$ cat config.mk
export PLATFORM = sky130hd
export DESIGN_NAME = fg_dac_ctrl
export DESIGN_NICKNAME = d
export VERILOG_FILES = /design/src/rtl/fg_pkg.sv /design/src/rtl/fg_dac_timer.sv /design/src/rtl/fg_dac_ctrl.sv
export SDC_FILE = /design/constraint.sdc
export NUM_CORES = 1
export LEC_CHECK = 0
export BUFFER_PORTS_ARGS = -buffer_cell sky130_fd_sc_hd__buf_2
export CAP_MARGIN = 5
export CORE_MARGIN = 8
export CORE_UTILIZATION = 50
export DETAILED_ROUTE_END_ITERATION = 16
export PLACE_DENSITY_LB_ADDON = 0.15
export SLEW_MARGIN = 20
export SYNTH_ARGS = -nofsm -noshare
export SYNTH_HDL_FRONTEND = slang
export SYNTH_SLANG_ARGS = --single-unit
export TNS_END_PERCENT = 1
$ cat constraint.sdc
create_clock -name clk_i -period 2.87 [get_ports clk_i]
set_clock_uncertainty 0.1 [all_clocks]
set_input_delay 0 -clock clk_i [delete_from_list [all_inputs] [get_ports clk_i]]
set_output_delay 0 -clock clk_i [all_outputs]
set_load 0.03 [all_outputs]
$ cat src/rtl/fg_pkg.sv
// Shared definitions for the function-generator DAC sequencer: state encoding
// and the default DAC timing constants.
package fg_pkg;

  typedef enum logic [2:0] {
    ST_CLEAR = 3'd0,
    ST_WAKE  = 3'd1,
    ST_IDLE  = 3'd2,
    ST_SETUP = 3'd3,
    ST_WR    = 3'd4,
    ST_HOLD  = 3'd5,
    ST_SLEEP = 3'd6
  } fg_state_t;

  localparam int DEF_CLR_CYCLES   = 4;
  localparam int DEF_WAKE_CYCLES  = 16;
  localparam int DEF_SETUP_CYCLES = 1;
  localparam int DEF_WR_CYCLES    = 2;

endpackage

$ cat src/rtl/fg_dac_timer.sv
// Loadable down-counter with a zero flag; times the CLEAR, WAKE, SETUP and WR
// phases of the DAC sequencer.
module fg_dac_timer #(
  parameter int CNT_BITWIDTH = 5
) (
  input  logic                    i_clk,
  input  logic                    i_rstn,
  input  logic                    i_load,
  input  logic [CNT_BITWIDTH-1:0] i_load_val,
  input  logic                    i_dec,
  output logic                    o_zero
);

  logic [CNT_BITWIDTH-1:0] r_cnt;

  // NOTE: sequential state uses non-blocking assignments so every register
  // samples pre-edge values, independent of block ordering.
  always_ff @(posedge i_clk or negedge i_rstn) begin
    if (!i_rstn) begin
      r_cnt <= '0;
    end else if (i_load) begin
      r_cnt <= i_load_val;
    end else if (i_dec && (r_cnt != '0)) begin
      r_cnt <= r_cnt - 1'b1;
    end
  end

  assign o_zero = (r_cnt == '0);

endmodule

$ cat src/rtl/fg_dac_ctrl.sv
// DAC sequencer: power-up clear/wake, strobe-to-write-cycle conversion with a
// one-deep pending buffer, and sleep control. FG_DAC_DROP_CNT_EN adds a drop counter.
module fg_dac_ctrl
  import fg_pkg::*;
#(
  parameter int BITWIDTH     = 8,
  parameter int CLR_CYCLES   = DEF_CLR_CYCLES,
  parameter int WAKE_CYCLES  = DEF_WAKE_CYCLES,
  parameter int SETUP_CYCLES = DEF_SETUP_CYCLES,
  parameter int WR_CYCLES    = DEF_WR_CYCLES,
  parameter int CNT_BITWIDTH = 5
) (
  input  logic                clk_i,
  input  logic                rstn_i,
  input  logic                enable_i,
  input  logic                sleep_i,
  input  logic [BITWIDTH-1:0] sample_i,
  input  logic                sample_valid_i,
`ifdef FG_DAC_DROP_CNT_EN
  input  logic                drop_clr_i,
  output logic [7:0]          drop_cnt_o,
`endif
  output logic [BITWIDTH-1:0] dac_data_o,
  output logic                dac_wr_n_o,
  output logic                dac_clr_n_o,
  output logic                dac_pd_n_o,
  output logic                ready_o,
  output logic                busy_o
);

  // Each phase loads N-1 on entry and leaves when the timer reads zero. CLEAR is
  // entered straight from reset with the counter at 0, so its first cycle is the load.
  localparam logic [CNT_BITWIDTH-1:0] LD_CLR   =
    (CLR_CYCLES > 1) ? CNT_BITWIDTH'(CLR_CYCLES - 2) : '0;
  localparam logic [CNT_BITWIDTH-1:0] LD_WAKE  = CNT_BITWIDTH'(WAKE_CYCLES - 1);
  localparam logic [CNT_BITWIDTH-1:0] LD_SETUP = CNT_BITWIDTH'(SETUP_CYCLES - 1);
  localparam logic [CNT_BITWIDTH-1:0] LD_WR    = CNT_BITWIDTH'(WR_CYCLES - 1);

  fg_state_t             r_state;
  logic                  r_armed;
  logic                  r_pend_full;
  logic [BITWIDTH-1:0]   r_pend_data;

  logic                    w_strobe;
  logic                    w_zero;
  logic                    w_clr_done;
  logic                    w_pend_wr;
  logic                    w_load;
  logic                    w_dec;
  logic [CNT_BITWIDTH-1:0] w_load_val;

  assign w_strobe   = sample_valid_i & enable_i;
  assign w_clr_done = r_armed ? w_zero : (CLR_CYCLES == 1);
  assign w_pend_wr  = w_strobe & ((r_state == ST_SETUP) | (r_state == ST_WR) |
                                  ((r_state == ST_HOLD) & r_pend_full));

  fg_dac_timer #(
    .CNT_BITWIDTH(CNT_BITWIDTH)
  ) u_timer (
    .i_clk      (clk_i),
    .i_rstn     (rstn_i),
    .i_load     (w_load),
    .i_load_val (w_load_val),
    .i_dec      (w_dec),
    .o_zero     (w_zero)
  );

  // NOTE: every signal driven here gets a default first so no path can infer a latch.
  always_comb begin
    w_load     = 1'b0;
    w_load_val = '0;
    w_dec      = 1'b0;
    unique case (r_state)
      ST_CLEAR: begin
        if (w_clr_done) begin
          w_load     = 1'b1;
          w_load_val = LD_WAKE;
        end else if (!r_armed) begin
          w_load     = 1'b1;
          w_load_val = LD_CLR;
        end else begin
          w_dec = 1'b1;
        end
      end
      ST_WAKE, ST_WR: w_dec = 1'b1;
      ST_IDLE: begin
        w_load     = w_strobe;
        w_load_val = LD_SETUP;
      end
      ST_SETUP: begin
        w_load     = w_zero;
        w_load_val = LD_WR;
        w_dec      = ~w_zero;
      end
      ST_HOLD: begin
        w_load     = r_pend_full | w_strobe;
        w_load_val = LD_SETUP;
      end
      ST_SLEEP: begin
        w_load     = ~sleep_i;
        w_load_val = LD_WAKE;
      end
      default: ;
    endcase
  end

  // NOTE: the pending data register is reset along with everything else; it is a
  // single word, so a defined value after reset costs nothing and eases debug.
  always_ff @(posedge clk_i or negedge rstn_i) begin
    if (!rstn_i) begin
      r_state     <= ST_CLEAR;
      r_armed     <= 1'b0;
      r_pend_full <= 1'b0;
      r_pend_data <= '0;
      dac_data_o  <= '0;
      dac_wr_n_o  <= 1'b1;
      dac_clr_n_o <= 1'b0;
      dac_pd_n_o  <= 1'b1;
      ready_o     <= 1'b0;
      busy_o      <= 1'b0;
    end else begin
      unique case (r_state)
        ST_CLEAR: begin
          r_armed <= 1'b1;
          if (w_clr_done) begin
            dac_clr_n_o <= 1'b1;
            r_state     <= ST_WAKE;
          end
        end
        ST_WAKE: begin
          if (w_zero) begin
            r_state <= ST_IDLE;
            ready_o <= 1'b1;
          end
        end
        ST_IDLE: begin
          if (w_strobe) begin
            dac_data_o <= sample_i;
            busy_o     <= 1'b1;
            r_state    <= ST_SETUP;
          end else if (sleep_i) begin
            dac_pd_n_o <= 1'b0;
            ready_o    <= 1'b0;
            r_state    <= ST_SLEEP;
          end
        end
        ST_SETUP: begin
          if (w_zero) begin
            dac_wr_n_o <= 1'b0;
            r_state    <= ST_WR;
          end
        end
        ST_WR: begin
          if (w_zero) begin
            dac_wr_n_o <= 1'b1;
            r_state    <= ST_HOLD;
          end
        end
        ST_HOLD: begin
          if (r_pend_full) begin
            dac_data_o  <= r_pend_data;
            r_pend_full <= 1'b0;
            r_state     <= ST_SETUP;
          end else if (w_strobe) begin
            dac_data_o <= sample_i;
            r_state    <= ST_SETUP;
          end else begin
            busy_o  <= 1'b0;
            r_state <= ST_IDLE;
          end
        end
        ST_SLEEP: begin
          if (!sleep_i) begin
            dac_pd_n_o <= 1'b1;
            r_state    <= ST_WAKE;
          end
        end
        default: r_state <= ST_CLEAR;
      endcase
      // Newest strobe wins; in HOLD this refills the slot being drained.
      if (w_pend_wr) begin
        r_pend_data <= sample_i;
        r_pend_full <= 1'b1;
      end
    end
  end

`ifdef FG_DAC_DROP_CNT_EN
  logic w_drop;
  assign w_drop = w_strobe & r_pend_full & ((r_state == ST_SETUP) | (r_state == ST_WR));

  always_ff @(posedge clk_i or negedge rstn_i) begin
    if (!rstn_i) begin
      drop_cnt_o <= 8'd0;
    end else if (drop_clr_i) begin
      drop_cnt_o <= 8'd0;
    end else if (w_drop && (drop_cnt_o != 8'hFF)) begin
      drop_cnt_o <= drop_cnt_o + 8'd1;
    end
  end
`endif

endmodule

Yosys cells after proc, flatten, opt, wreduce, memory -nomap -nowiden

Cells that the tools add are included.

Output and inout bits: 13
Input port bits: 13
Word-level logic and storage cells: 93
Register bits after elaboration: 31

Add/sub/neg operators: 1
Mux-type cells: 39
Equality and inequality tests: 17
Bitwise operators: 8
Reductions and logical operators: 17

Operator list:

| cell                                             | number |
|---|---|
| 2-to-1 mux 3 bit                                 | 7 |
| case mux 3 bit (7 select lines)                  | 1 |
| != test 2 bit, second input constant             | 10 |
| 2-to-1 mux 1 bit                                 | 17 |
| 2-to-1 mux 8 bit                                 | 2 |
| case mux 8 bit (2 select lines)                  | 1 |
| case mux 4 bit (3 select lines)                  | 1 |
| AND reduction 4 bit                              | 3 |
| nonzero test 2 bit                               | 6 |
| 2-to-1 mux 5 bit                                 | 2 |
| == test 3 bit, second input constant             | 3 |
| case mux 1 bit (2 select lines)                  | 4 |
| == test 3 x 2 -> 1 bit, second input constant    | 2 |
| AND reduction 6 bit                              | 1 |
| zero test 5 bit                                  | 1 |
| case mux 1 bit (5 select lines)                  | 1 |
| nonzero test 5 bit                               | 1 |
| subtractor 5 x 1 -> 5 bit, second input constant | 1 |
| 2-to-1 mux 4 bit                                 | 1 |
| AND 1 bit                                        | 3 |
| == test 3 x 1 -> 1 bit, second input constant    | 1 |
| zero test 3 bit                                  | 1 |
| != test 3 bit, second input constant             | 1 |
| OR 1 bit                                         | 3 |
| other kinds (7)                                  | 8 |

Depth between registers and ports, before layout

Gate-level depths: netlist of the first run.

Word-level depth: 7
Gate-level depth with buffers: 8
Depth with buffers taken out: 7

By module

A second synthesis of the first run with hierarchy kept.

Cell total of the unflattened synthesis: 212
Area, all modules: 1,996.9 sq um

By module, submodules not included:

| module       | seq. area each (sq um) | cells each | times used | area each (sq um) |
|---|---|---|---|---|
| fg_dac_ctrl  | 653.1                  | 180        | 1          | 1,696.6 |
| fg_dac_timer | 125.1                  | 32         | 1          | 300.3 |

Worst setup path before layout of the first run

Ideal clock, no wire load.

Path kind: reg-to-reg
From: register u_timer.r_cnt[0]
To: register u_timer.r_cnt[0]
Clock period less this slack: 2.083 ns
Setup slack: 0.787 ns
Library setup time: 0.125 ns
Stages on the path, launching flop included: 8
Data arrival time: 1.858 ns
Path buffers: 1
Data required time: 2.645 ns
Cells stage by stage: dfrtp_1 inv_1 ha_1 or4b_1 buf_2 o21bai_1 a221o_4 mux2_4

Word-level cells in the longest chain between the ends: 6
Elaborated cells on any way between the ends: 15
Those cells by class: add/sub: 1; mux: 9; bitwise: 1; reduce/logical: 4

RTL lines:

| element                         | RTL line           | source |
|---|---|---|
| start, declared                 | fg_dac_timer.sv:14 | `logic [CNT_BITWIDTH-1:0] r_cnt;` |
| start signal, assigned          | fg_dac_timer.sv:22 | `r_cnt <= i_load_val;` |
| start signal, assigned          | fg_dac_timer.sv:24 | `r_cnt <= r_cnt - 1'b1;` |
| zero test 5 bit                 | fg_dac_timer.sv:28 | `assign o_zero = (r_cnt == '0);` |
| 2-to-1 mux 1 bit                | fg_dac_ctrl.sv:53  | `assign w_clr_done = r_armed ? w_zero : (CLR_CYCLES == 1);` |
| 2-to-1 mux 1 bit                | fg_dac_ctrl.sv:75  | `if (w_clr_done) begin` |
| case mux 1 bit (3 select lines) | fg_dac_ctrl.sv:73  | `unique case (r_state)` |
| logical AND 1 bit               | fg_dac_timer.sv:23 | `end else if (i_dec && (r_cnt != '0)) begin` |
| nonzero test 2 bit (no line)    | --                 |  |

Parallel ways exist; a longest one is shown, timed or not. The select of a mux whose other input is x is not followed.
A chain may end at the register's enable or synchronous reset.

Worst setup path in the final report of the first run

From: register u_timer.r_cnt[0]
To: register u_timer.r_cnt[1]

The elaborated chain is that of the path after synthesis.

==> results of run 1 <==
## state kept, by name (all words and copies together), names as in the netlist
register and flops:
busy_o 1, ready_o 1, u_timer.r_cnt 5, r_pend_data 8
r_state 3, dac_clr_n_o 1, r_pend_full 1, dac_wr_n_o 1
dac_pd_n_o 1, dac_data_o 8, r_armed 1
## layer usage
layer / routed length (µm) / part of all wire, %
met3: 206 / 5.8
met4: 52 / 1.5
met2: 1707 / 48
met5: 0 / 0
met1: 1586 / 45
## through the flow
stage | total power, W | hold slack, ns | cell area, µm² | utilization, % | instances
after floorplan | 0.001676 | -0.3956 | 1612 | - | 156
after global placement | 0.001876 | -0.02376 | 1765 | 57.83 | 219
after detailed placement | 0.001926 | -0.01006 | 1765 | 57.83 | 219
after CTS | 0.002310 | 0.06591 | 1952 | 63.93 | 237
after global routing | 0.002454 | 0.09896 | 1952 | 63.93 | 237
final | 0.002290 | 0.07431 | 1952 | 63.93 | 237
## cell type report
type / count / area, µm²
clock buffers: 6 / 51.30
clock inverters: 2 / 35.03
fillers: 252 / 1101
inverters: 5 / 21.27
multi-input cells: 112 / 770.7
flip-flops and latches: 31 / 778.2
well taps: 44 / 55.05
repair buffers: 37 / 240.2
## layout by cell type (no fill, tap or decap), types with 2 or more instances in the layout
| cell | instances |
|---|---|
| sky130_fd_sc_hd__nor2_1 | 21 |
| sky130_fd_sc_hd__buf_2 | 25 |
| sky130_fd_sc_hd__clkbuf_4 | 5 |
| sky130_fd_sc_hd__nand3_1 | 6 |
| sky130_fd_sc_hd__o31ai_1 | 2 |
| sky130_fd_sc_hd__xor2_1 | 2 |
| sky130_fd_sc_hd__mux2_2 | 8 |
| sky130_fd_sc_hd__nand2b_1 | 3 |
| sky130_fd_sc_hd__nand2_1 | 6 |
| sky130_fd_sc_hd__inv_1 | 4 |
| sky130_fd_sc_hd__dlygate4sd3_1 | 10 |
| sky130_fd_sc_hd__o21ai_0 | 11 |
| sky130_fd_sc_hd__nor3_1 | 3 |
| sky130_fd_sc_hd__a21oi_1 | 13 |
| sky130_fd_sc_hd__o21a_1 | 2 |
| sky130_fd_sc_hd__dfrtp_1 | 29 |
| sky130_fd_sc_hd__a311oi_1 | 3 |
| sky130_fd_sc_hd__buf_4 | 2 |
| sky130_fd_sc_hd__mux2i_1 | 12 |
| sky130_fd_sc_hd__dfstp_2 | 2 |
| sky130_fd_sc_hd__mux2_4 | 2 |
## logic make-up (layout without fill, tap and decap cells)
family	after synthesis	count (layout)	share of synthesized area, %
xor+xnor	3	3	1.631
fa+ha+maj	1	1	0.7763
simple gates	46	46	13.82
mux	22	22	14.91
buf+inv	13	50	3.881
flops	31	31	48.29
compound gates	40	40	16.69
## worst reg2reg max path: stages (launching register included)
cell                       delay [ns]
sky130_fd_sc_hd__dfrtp_1         0.42
sky130_fd_sc_hd__inv_1           0.07
sky130_fd_sc_hd__ha_1            0.20
sky130_fd_sc_hd__or4b_1          0.61
sky130_fd_sc_hd__o21bai_1        0.22
sky130_fd_sc_hd__a221o_4         0.23
sky130_fd_sc_hd__mux2_4          0.30
## power by group through the flow
stage | combinational (W) | clock, W | sequential (W)
2_1_floorplan | 0.000775 | 0 | 0.000901
3_3_place_gp | 0.00106 | 0 | 0.000813
3_5_place_dp | 0.00109 | 0 | 0.000832
4_1_cts | 0.00111 | 0.000373 | 0.000826
5_1_grt | 0.00121 | 0.000384 | 0.000860
6_report | 0.00110 | 0.000366 | 0.000824
## synth_stat cells (all sizes together), types with 2 or more instances
library cell / count
dfrtp: 29
nor2: 21
a21oi: 15
mux2i: 12
o21ai: 11
mux2: 10
nand2: 6
nand3: 6
buf: 5
inv: 5
a311oi: 3
clkbuf: 3
nand2b: 3
nor3: 3
dfstp: 2
o21a: 2
o31ai: 2
xor2: 2
## path summary, 6_finish.rpt
check                                      start  slack, ns               end  depth (start not counted)
worst max-delay path            u_timer.r_cnt[0]       0.62  u_timer.r_cnt[1]                          6
worst min-delay path                    enable_i       0.07            busy_o                          4
worst max register to register  u_timer.r_cnt[0]       0.62  u_timer.r_cnt[1]                          6
worst min register to register       dac_clr_n_o       0.37       dac_clr_n_o                          1
max in group asynchronous                 rstn_i       2.08        r_state[2]                          2
min in group asynchronous                 rstn_i       0.15            busy_o                          2
## timing repair
action	CTS	global route
hold endpoints to repair	49	0
hold buffers	10	0
endpoints found under the setup margin	0	0
setup buffers	0	0
gates resized for setup	0	0
==> parameters.txt, run 1 <==
Parameter                              Value

Status
  Run status ... finished clean

Worst setup path
  Worst path arrival time ... about 2.4 ns
  Worst path bufs/invs ... 1
  Capturing element type of the critical path ... flop
  Data required time at the worst endpoint ... ~3 ns
  Critical Path, Cell by Cell ... inv_1 -> ha_1 -> or4b_1 -> o21bai_1 -> a221o_4 -> mux2_4
  Crit start category ... flop
  Kind of cell adding the most delay to the critical path ... simple AND/OR/NAND/NOR gates
  Maximum single-stage delay on the critical path ... a little over 0.6 ns
  Class of the most critical setup path ... reg2reg
  Worst Path Max Fanout ... 9
  Slowest stage cell, crit path ... sky130_fd_sc_hd__or4b_1

Clock network
  Htree depth ... 2
  Clock tree from TritonCTS ... built
  CTS buffer count ... 5
  Reg clk slew, reported paths ... around 0.10 ns
  Clock net sink count ... 31
  Maximum buffer depth of the clock tree ... 2
  Master cell of the clock root buffer ... sky130_fd_sc_hd__clkbuf_4
  Clock Latency Late Sink ... roughly 0.34 ns

Synth
  Count of mapped cells out of synthesis ... between 150 and 200
  Synth Warn # ... 0
  Post-synthesis instance area ... 1612 µm²
  Number of flops mapped to enable cells by yosys ... 0
  Share of synthesized registers carrying an async set or reset ... between 90% and 100%
  Area leader, netlist ... sky130_fd_sc_hd__dfrtp_1
  Proportion of netlist area held by the largest area contributor ... 45.03%
  Synthesis-stage register bit count ... 31
  Top_reg_cell synth ... sky130_fd_sc_hd__dfrtp_1
  Unique cell type count in the Yosys netlist ... 40
  Avg Inst Size Synth ... around 10 µm²
  Main area contributors after synthesis ... sky130_fd_sc_hd__dfrtp_1 45%, sky130_fd_sc_hd__mux2i_1 7.5%, sky130_fd_sc_hd__mux2_2 5.6%, sky130_fd_sc_hd__nor2_1 4.9%, sky130_fd_sc_hd__a21oi_1 4.0%
  Sequential cell area fraction in the yosys report ... 48.29%
  Net count of the mapped netlist ... 170

Final layout
  Number of antenna repair diodes ... 0
  Synth-to-layout area growth ... 21.12%
  Layout cell share with drive strength beyond 1 ... 27.46%
  Net total in the final layout ... approximately 210

Timing
  Final Setup Violations ... 0
  RSZ-0062 raised after global routing ... no
  Smallest setup slack after layout ... between 0.6 and 0.7 ns
  Worst slew margin ... between 50% and 60%
  Tightest Pin Transition ... between 0.6 and 0.7 ns
  Maximum clock rate ... 0.4444 GHz
  Number of pins exceeding their max-slew limit in the final report ... 0
  Part of the cycle the worst path needs ... between 70 and 80%
  Clock period minus final worst setup slack ... between 2 and 2.5 ns
  Total Negative Setup Slacks ... 0 ns
  Final Hold Viols ... 0

Global route
  Layer with the highest usage after global routing ... met2
  Pin count of the biggest net entering global routing ... 32
  GR Util met3 ... under 10%
  First-pass GRT wire length ... 6016 µm
  Via count of the first global-routing pass ... between 1,000 and 1,500
  Residual overflow from global routing ... 0
  GR Layer Usage met2 ... between 20% and 30%
  Global-route met1 utilization ... between 10% and 20%
  All-layer global routing usage ... between 10% and 20%
  Antenna violations before repair ... 0

Power and ir drop
  Net switching component of the power ... between 0.0009 and 0.001 W
  Leakage power of the design ... 0.8350 nW
  Peak supply drop ... approximately 0.00061 V
  Switching part of the total power ... 42.22%
  Clk pwr share ... roughly 16%
  Seq pwr share ... a little over a third
  Combinational share of power ... between 40% and 50%
  Internal power consumption ... ~0.0013 W
  Power density relative to cell area ... 1173 nW/µm²

Routing
  Detailed-router iteration count before antenna repair ... 4
  Vias/cell ... about 5.4
  Drt total wl ... between 3000 and 4000 µm
  Routed len/inst ... roughly 15 µm
  Vias after detailed routing ... between 1,000 and 1,500
  1st-iter DRT viols ... 97
  Detail Route Antenna Nets ... 0
  Number of remaining DRC errors ... 0

Place
  Dpl hpwl ... ~2500 µm
  Pre-CTS WS ... between 0.6 and 0.7 ns
  Count of buffers inserted at the top-level ports ... 25
  Placer congestion estimate ... 0.8634

Floorplan
  Number of cell rows ... 20
  Die Span X ... 72.77 µm
  CORE AREA ... between 3000 and 4000 µm²
  Area enclosed by the die boundary ... roughly 5300 µm²
  Total I/O pin count ... 26
  Die Ht ... roughly 73 µm
  Starting density of the core ... between 50% and 60%

Run
  Maxcap violations ... 0

Worst hold path
  Worst min-delay path class ... in2reg
Note: power is estimated with default switching activity, not from simulation.
==> run 2: changes to the inputs <==
==> constraint.sdc (replaced) <==
create_clock -name clk_i -period 2.2 [get_ports clk_i]
set_clock_uncertainty 0.1 [all_clocks]
set_input_delay 0 -clock clk_i [delete_from_list [all_inputs] [get_ports clk_i]]
set_output_delay 0 -clock clk_i [all_outputs]
set_load 0.03 [all_outputs]
==> run 2 against run 1 <==
Effect of this change:
- register-to-register slack worse by 0.53 ns
- global-route usage up 0.61 points
- core utilization up 2.3 points
- first-iteration DRC count up 15%
- flip-flop and latch count unchanged
- cell area up 3.6%
- maximum frequency up 6.8%
- non-clock buffer count up 11
- clock power up 7.1%
- clock-buffer cell count up 1
- power up 33%
- largest cell class unchanged
==> parameters.txt, run 2 (same netlist as run 1, synthesis figures left out) <==
Parameter                              Value

Worst hold path
  Worst min-delay path class ... in2reg
  Cell depth of the worst min-delay path ... 4
  Hold path startpoint ... enable_i
  Hold EP ... busy_o

Timing
  Smallest setup slack after layout ... approximately 0.094 ns
  Maximum clock rate ... roughly 0.47 GHz
  Total Negative Setup Slacks ... 0 ns
  Tightest Pin Transition ... a little under 0.7 ns
  Clock period minus final worst setup slack ... between 2 and 2.5 ns
  Number of pins exceeding their max-slew limit in the final report ... 0
  RSZ-0062 raised after global routing ... no
  Final Hold Viols ... 0
  Worst slew margin ... 54.27%
  Final Setup Violations ... 0
  Part of the cycle the worst path needs ... a little over nine tenths

Status
  Run status ... finished clean

Place
  Dpl hpwl ... 2626 µm
  Count of buffers inserted at the top-level ports ... 25
  Pre-CTS WS ... roughly 0.13 ns
  Placer congestion estimate ... about 0.84

Clock network
  Post-CTS setup buffer count ... 0
  Htree depth ... 2
  Master cell of the clock root buffer ... sky130_fd_sc_hd__clkbuf_4
  Clock net sink count ... 31
  Reg clk slew, reported paths ... roughly 0.11 ns
  CTS buffer count ... 5
  Clock tree from TritonCTS ... built
  Clock Latency Late Sink ... 0.34 ns
  Maximum buffer depth of the clock tree ... 2

Floorplan
  Area enclosed by the die boundary ... ~5300 µm²
  Starting density of the core ... a little over half
  Die Ht ... ~73 µm
  CORE AREA ... 3053 µm²
  Number of cell rows ... 20
  Die Span X ... ~73 µm
  Total I/O pin count ... 26

Final layout
  Synth-to-layout area growth ... 25.47%
  Number of fillers in the final layout ... about 260
  Largest registers ... dac_data_o x8, r_pend_data x8, u_timer.r_cnt x5
  Most common cell after layout, fill and taps aside ... sky130_fd_sc_hd__dfrtp_1
  Layout cell share with drive strength beyond 1 ... between 30% and 40%
  Number of antenna repair diodes ... 0
  Most used cells in the layout excluding fill and tap cells ... 28 x sky130_fd_sc_hd__dfrtp_1, 25 x sky130_fd_sc_hd__buf_2, 21 x sky130_fd_sc_hd__nor2_1
  Net total in the final layout ... about 220

Worst setup path
  Reg-to-reg critical path endpoint ... u_timer.r_cnt[0]
  Worst path bufs/invs ... 1
  Class of the most critical setup path ... reg2reg
  Critical Path, Cell by Cell ... inv_1 -> ha_1 -> or4b_1 -> o21bai_1 -> a221o_4 -> mux2_4
  Capturing element type of the critical path ... flop
  Crit start category ... flop
  Maximum single-stage delay on the critical path ... slightly above 0.5 ns
  Slowest stage cell, crit path ... sky130_fd_sc_hd__or4b_1
  Worst path arrival time ... roughly 2.2 ns
  Data required time at the worst endpoint ... ~2.3 ns
  Worst reg2reg startpoint ... u_timer.r_cnt[0]
  Register-to-Register Path Depth ... 6
  Worst Path Max Fanout ... 4
  Slack of the worst reg-to-reg path ... 0.09 ns
  Kind of cell adding the most delay to the critical path ... simple AND/OR/NAND/NOR gates

Global route
  Pin count of the biggest net entering global routing ... 32
  All-layer global routing usage ... between 10% and 20%
  Residual overflow from global routing ... 0
  Antenna violations before repair ... 0
  First-pass GRT wire length ... about 6400 µm
  Via count of the first global-routing pass ... between 1,000 and 1,500

Routing
  Vias after detailed routing ... between 1,000 and 1,500
  Vias/cell ... ~5.4
  Detailed-router iteration count before antenna repair ... 4
  1st-iter DRT viols ... around 110
  Routed len/inst ... approximately 15 µm
  Detail Route Antenna Nets ... 0
  Number of remaining DRC errors ... 0
  Drt total wl ... between 3000 and 4000 µm

Power and ir drop
  Peak supply drop ... 0.0008016 V
  Net switching component of the power ... 0.001289 W
  Clk pwr share ... 12.9%
  Power density relative to cell area ... between 1500 and 2000 nW/µm²
  Combinational share of power ... between 50% and 60%
  Leakage power of the design ... around 0.9 nW
  Switching part of the total power ... between 40% and 50%
  Seq pwr share ... ~34%
  Internal power consumption ... between 0.0015 and 0.002 W

Run
  Maxcap violations ... 0
==> run 2: changes by cell type in the layout (fill, tap and decap cells not counted) <==
cell,delta
sky130_fd_sc_hd__bufinv_16,-1
sky130_fd_sc_hd__clkinvlp_4,+1
sky130_fd_sc_hd__dfrtp_1,-1
sky130_fd_sc_hd__clkbuf_8,+1
sky130_fd_sc_hd__buf_4,+11
sky130_fd_sc_hd__clkinv_2,-1
sky130_fd_sc_hd__dfrtp_2,+1
==> run 2: layer usage <==
metal / part of all wire (%) / track usage (%) / routed length [µm] / up-vias
li1: - / - / - / 652
met1: 43 / 16.98 / 1564 / 647
met2: 51 / 26.84 / 1861 / 35
met3: 5.2 / 5.220 / 191 / 3
met4: 0.66 / 3.778 / 24 / 0
met5: 0 / 0 / 0 / -
==> run 2: through the flow <==
step                hold slack [ns]  cell area [µm²]  std cells  util, %  power [W]
finish                      0.07167             2022        248    66.23   0.003050
detailed placement         -0.01898             1848        230    60.53   0.002652
CTS                         0.03379             2021        248    66.19   0.003071
global placement           -0.02874             1848        230    60.53   0.002579
floorplan                   -0.3956             1612        156        -   0.002187
global route                0.08812             2022        248    66.23   0.003279
==> run 2: power by group through the flow <==
stage	clock, W	combinational [W]	sequential (W)
2_1_floorplan	0	0.00101	0.00118
3_3_place_gp	0	0.00154	0.00103
3_5_place_dp	0	0.00160	0.00105
4_1_cts	0.000406	0.00162	0.00104
5_1_grt	0.000425	0.00178	0.00108
6_report	0.000392	0.00162	0.00104
==> run 2: worst max-delay path by stage <==
| stage | start | end | slack, ns | depth (start not counted) |
|---|---|---|---|---|
| after floorplan | u_timer.r_cnt[0] | u_timer.r_cnt[0] | 0.12 | 7 |
| after global placement | u_timer.r_cnt[0] | u_timer.r_cnt[0] | 0.19 | 6 |
| after detailed placement | u_timer.r_cnt[0] | u_timer.r_cnt[0] | 0.13 | 6 |
| after CTS | u_timer.r_cnt[0] | u_timer.r_cnt[0] | 0.10 | 6 |
| after global routing | u_timer.r_cnt[0] | u_timer.r_cnt[2] | 0.006 | 7 |
| final | u_timer.r_cnt[0] | u_timer.r_cnt[0] | 0.09 | 6 |
==> run 2: area by class of cell <==
class	count	area, µm²	area share [%]
Sequential cell	31	779.5	38.55
Multi-Input combinational cell	112	770.7	38.12
Timing Repair Buffer	48	322.8	15.97
Clock buffer	7	65.06	3.218
Tap cell	44	55.05	2.723
Inverter	5	21.27	1.052
Clock inverter	1	7.507	0.3713
==> run 2: worst reg2reg max path, stage by stage, from the launching register on <==
cell                       delay (ns)
sky130_fd_sc_hd__dfrtp_1         0.42
sky130_fd_sc_hd__inv_1           0.07
sky130_fd_sc_hd__ha_1            0.20
sky130_fd_sc_hd__or4b_1          0.51
sky130_fd_sc_hd__o21bai_1        0.20
sky130_fd_sc_hd__a221o_4         0.21
sky130_fd_sc_hd__mux2_4          0.30
==> run 2: what timing repair did <==
action / in CTS / in global routing
endpoints found under the setup margin: 0 / 1
endpoints found under the hold margin: 50 / 0
hold buffers: 10 / 0
resized for setup: 0 / 1
==> run 3: changes to the inputs <==
--- a/config.mk
+++ b/config.mk
@@ -9,9 +9,10 @@
 export CAP_MARGIN = 5
 export CORE_MARGIN = 8
 export CORE_UTILIZATION = 50
+export CTS_BUF_LIST = sky130_fd_sc_hd__clkbuf_8
 export DETAILED_ROUTE_END_ITERATION = 16
+export HOLD_SLACK_MARGIN = 0.1
 export PLACE_DENSITY_LB_ADDON = 0.15
-export SLEW_MARGIN = 20
 export SYNTH_ARGS = -nofsm -noshare
 export SYNTH_HDL_FRONTEND = slang
 export SYNTH_SLANG_ARGS = --single-unit
==> run 3 against run 2 <==
Effect of this change:
- non-clock buffer count grew 1
- critical path type unchanged
- critical endpoint unchanged
- highest routed layer unchanged
- die area stayed put
- core utilization rose by 1.3 points
==> parameters.txt, run 3 (same netlist as run 1, synthesis figures left out) <==
Parameter                              Value

Worst setup path
  Reg-to-reg critical path endpoint ... u_timer.r_cnt[0]
  Register-to-Register Path Depth ... 6
  Worst path arrival time ... roughly 2.2 ns
  Worst reg2reg startpoint ... u_timer.r_cnt[0]
  Crit start category ... flop
  Data required time at the worst endpoint ... about 2.3 ns
  Worst Path Max Fanout ... 4
  Slack of the worst reg-to-reg path ... 0.09 ns
  Capturing element type of the critical path ... flop
  Class of the most critical setup path ... reg2reg

Floorplan
  Total I/O pin count ... 26
  Die Ht ... 72.77 µm
  Number of cell rows ... 20
  CORE AREA ... 3053 µm²
  Die Span X ... about 73 µm
  Area enclosed by the die boundary ... ~5300 µm²
  Starting density of the core ... between 50% and 60%

Status
  Run status ... finished clean

Timing
  Clock period minus final worst setup slack ... around 2.1 ns
  Final Setup Violations ... 0
  Total Negative Setup Slacks ... 0 ns
  Worst slew margin ... 53.95%
  RSZ-0062 raised after global routing ... no
  Maximum clock rate ... about 0.47 GHz
  Final Hold Viols ... 0
  Number of pins exceeding their max-slew limit in the final report ... 0
  Part of the cycle the worst path needs ... 95.92%
  Tightest Pin Transition ... 0.6908 ns

Place
  Count of buffers inserted at the top-level ports ... 25
  Dpl hpwl ... roughly 2600 µm
  Placer congestion estimate ... 0.8399

Routing
  Routed len/inst ... roughly 15 µm
  Vias after detailed routing ... 1,343
  Drt total wl ... 3647 µm
  1st-iter DRT viols ... 120
  Number of remaining DRC errors ... 0
  Detail Route Antenna Nets ... 0
  Vias/cell ... around 5.4
  Detailed-router iteration count before antenna repair ... 4

Worst hold path
  Cell depth of the worst min-delay path ... 4
  Hold path startpoint ... sample_valid_i
  Worst min-delay path class ... in2reg
  Hold EP ... busy_o

Final layout
  Layout cell share with drive strength beyond 1 ... a little under a third
  Number of fillers in the final layout ... 250
  Synth-to-layout area growth ... 27.95%
  Net total in the final layout ... about 220
  Multi-input combinational cell area ... roughly 770 µm²
  Largest registers ... dac_data_o x8, r_pend_data x8, u_timer.r_cnt x5
  Most common cell after layout, fill and taps aside ... sky130_fd_sc_hd__dfrtp_1
  Sequential Area ... a little under 800 µm²
  Most used cells in the layout excluding fill and tap cells ... 29 x sky130_fd_sc_hd__dfrtp_1, 25 x sky130_fd_sc_hd__buf_2, 21 x sky130_fd_sc_hd__nor2_1
  Post-route core utilization ... 67.54%
  Number of antenna repair diodes ... 0

Power and ir drop
  Power density relative to cell area ... 1531 nW/µm²
  Internal power consumption ... 0.001860 W
  Combinational share of power ... between 50 and 60%
  Net switching component of the power ... between 0.001 and 0.0015 W
  Seq pwr share ... around 33%
  Switching part of the total power ... approximately two fifths
  Peak supply drop ... 0.0008576 V
  Post-layout total power ... approximately 0.0032 W
  Clk pwr share ... around 16%
  Leakage power of the design ... ~0.9 nW

Global route
  All-layer global routing usage ... 15.17%
  Antenna violations before repair ... 0
  Pin count of the biggest net entering global routing ... 32
  Residual overflow from global routing ... 0
  First-pass GRT wire length ... between 6000 and 7000 µm
  Via count of the first global-routing pass ... 1,433

Clock network
  Clock tree from TritonCTS ... built
  Maximum buffer depth of the clock tree ... 2
  Clock Latency Late Sink ... ~0.28 ns
  Reg clk slew, reported paths ... ~0.070 ns
  Master cell of the clock root buffer ... sky130_fd_sc_hd__clkbuf_8
  Clock net sink count ... 31
  Htree depth ... 2
  CTS buffer count ... 5
  Number of gates resized after CTS ... 0

Run
  Maxcap violations ... 0
-- run 3: cell types whose count changed in the layout (fill, tap and decap cells not counted), sizes merged --
cell	delta
dlygate4sd3	+1
-- run 3: power by group through the flow --
| stage | Clock [W] | Combinational [W] | Sequential [W] |
|---|---|---|---|
| 2_1_floorplan | 0 | 0.00101 | 0.00118 |
| 3_3_place_gp | 0 | 0.00154 | 0.00103 |
| 3_5_place_dp | 0 | 0.00160 | 0.00105 |
| 4_1_cts | 0.000513 | 0.00163 | 0.00104 |
| 5_1_grt | 0.000533 | 0.00178 | 0.00107 |
| 6_report | 0.000499 | 0.00162 | 0.00104 |
-- run 3: stage by stage --
step	worst slack, ns	hold WS, ns	instance area, µm²	cells
after floorplan	0.1171	-0.3956	1612	156
after global placement	0.1948	-0.02874	1848	230
after detailed placement	0.1304	-0.01898	1848	230
after CTS	0.1009	0.1018	2062	249
after global routing	0.003383	0.1597	2062	249
final	0.08983	0.1208	2062	249
-- run 3: worst max-delay path by stage --
stage / startpoint / endpoint / slack (ns)
final: u_timer.r_cnt[0] / u_timer.r_cnt[0] / 0.09
after global routing: u_timer.r_cnt[0] / u_timer.r_cnt[2] / 0.003
after CTS: u_timer.r_cnt[0] / u_timer.r_cnt[0] / 0.10
after detailed placement: u_timer.r_cnt[0] / u_timer.r_cnt[0] / 0.13
after global placement: u_timer.r_cnt[0] / u_timer.r_cnt[0] / 0.19
after floorplan: u_timer.r_cnt[0] / u_timer.r_cnt[0] / 0.12
-- run 3: critical path, cell delays in order, from the launching register on --
cell and delay (ns):
sky130_fd_sc_hd__dfrtp_1 0.40, sky130_fd_sc_hd__inv_1 0.06, sky130_fd_sc_hd__ha_1 0.19, sky130_fd_sc_hd__or4b_1 0.52, sky130_fd_sc_hd__o21bai_1 0.21, sky130_fd_sc_hd__a221o_4 0.21, sky130_fd_sc_hd__mux2_4 0.29
-- run 3: final cells by class --
| cell class | instances | share of cell area [%] |
|---|---|---|
| clock buffer | 7 | 4.672 |
| clock inverter | 1 | 0.3641 |
| inverter | 5 | 1.032 |
| multi-input combinational | 112 | 37.38 |
| sequential | 31 | 37.74 |
| tap | 44 | 2.670 |
| timing repair buffer | 49 | 16.14 |
-- run 3: what timing repair did --
action / 4_1_cts / 5_1_grt
setup buffers: 0 / 0
hold buffers: 11 / 0
hold endpoints to repair: 52 / 0
-- run 3: layer usage --
| layer | GRT usage, % | share of wire (%) |
|---|---|---|
| met1 | 16.98 | 43 |
| met2 | 26.34 | 52 |
| met3 | 5.220 | 5.1 |
| met4 | 4.444 | 0.44 |
| met5 | 0 | 0 |
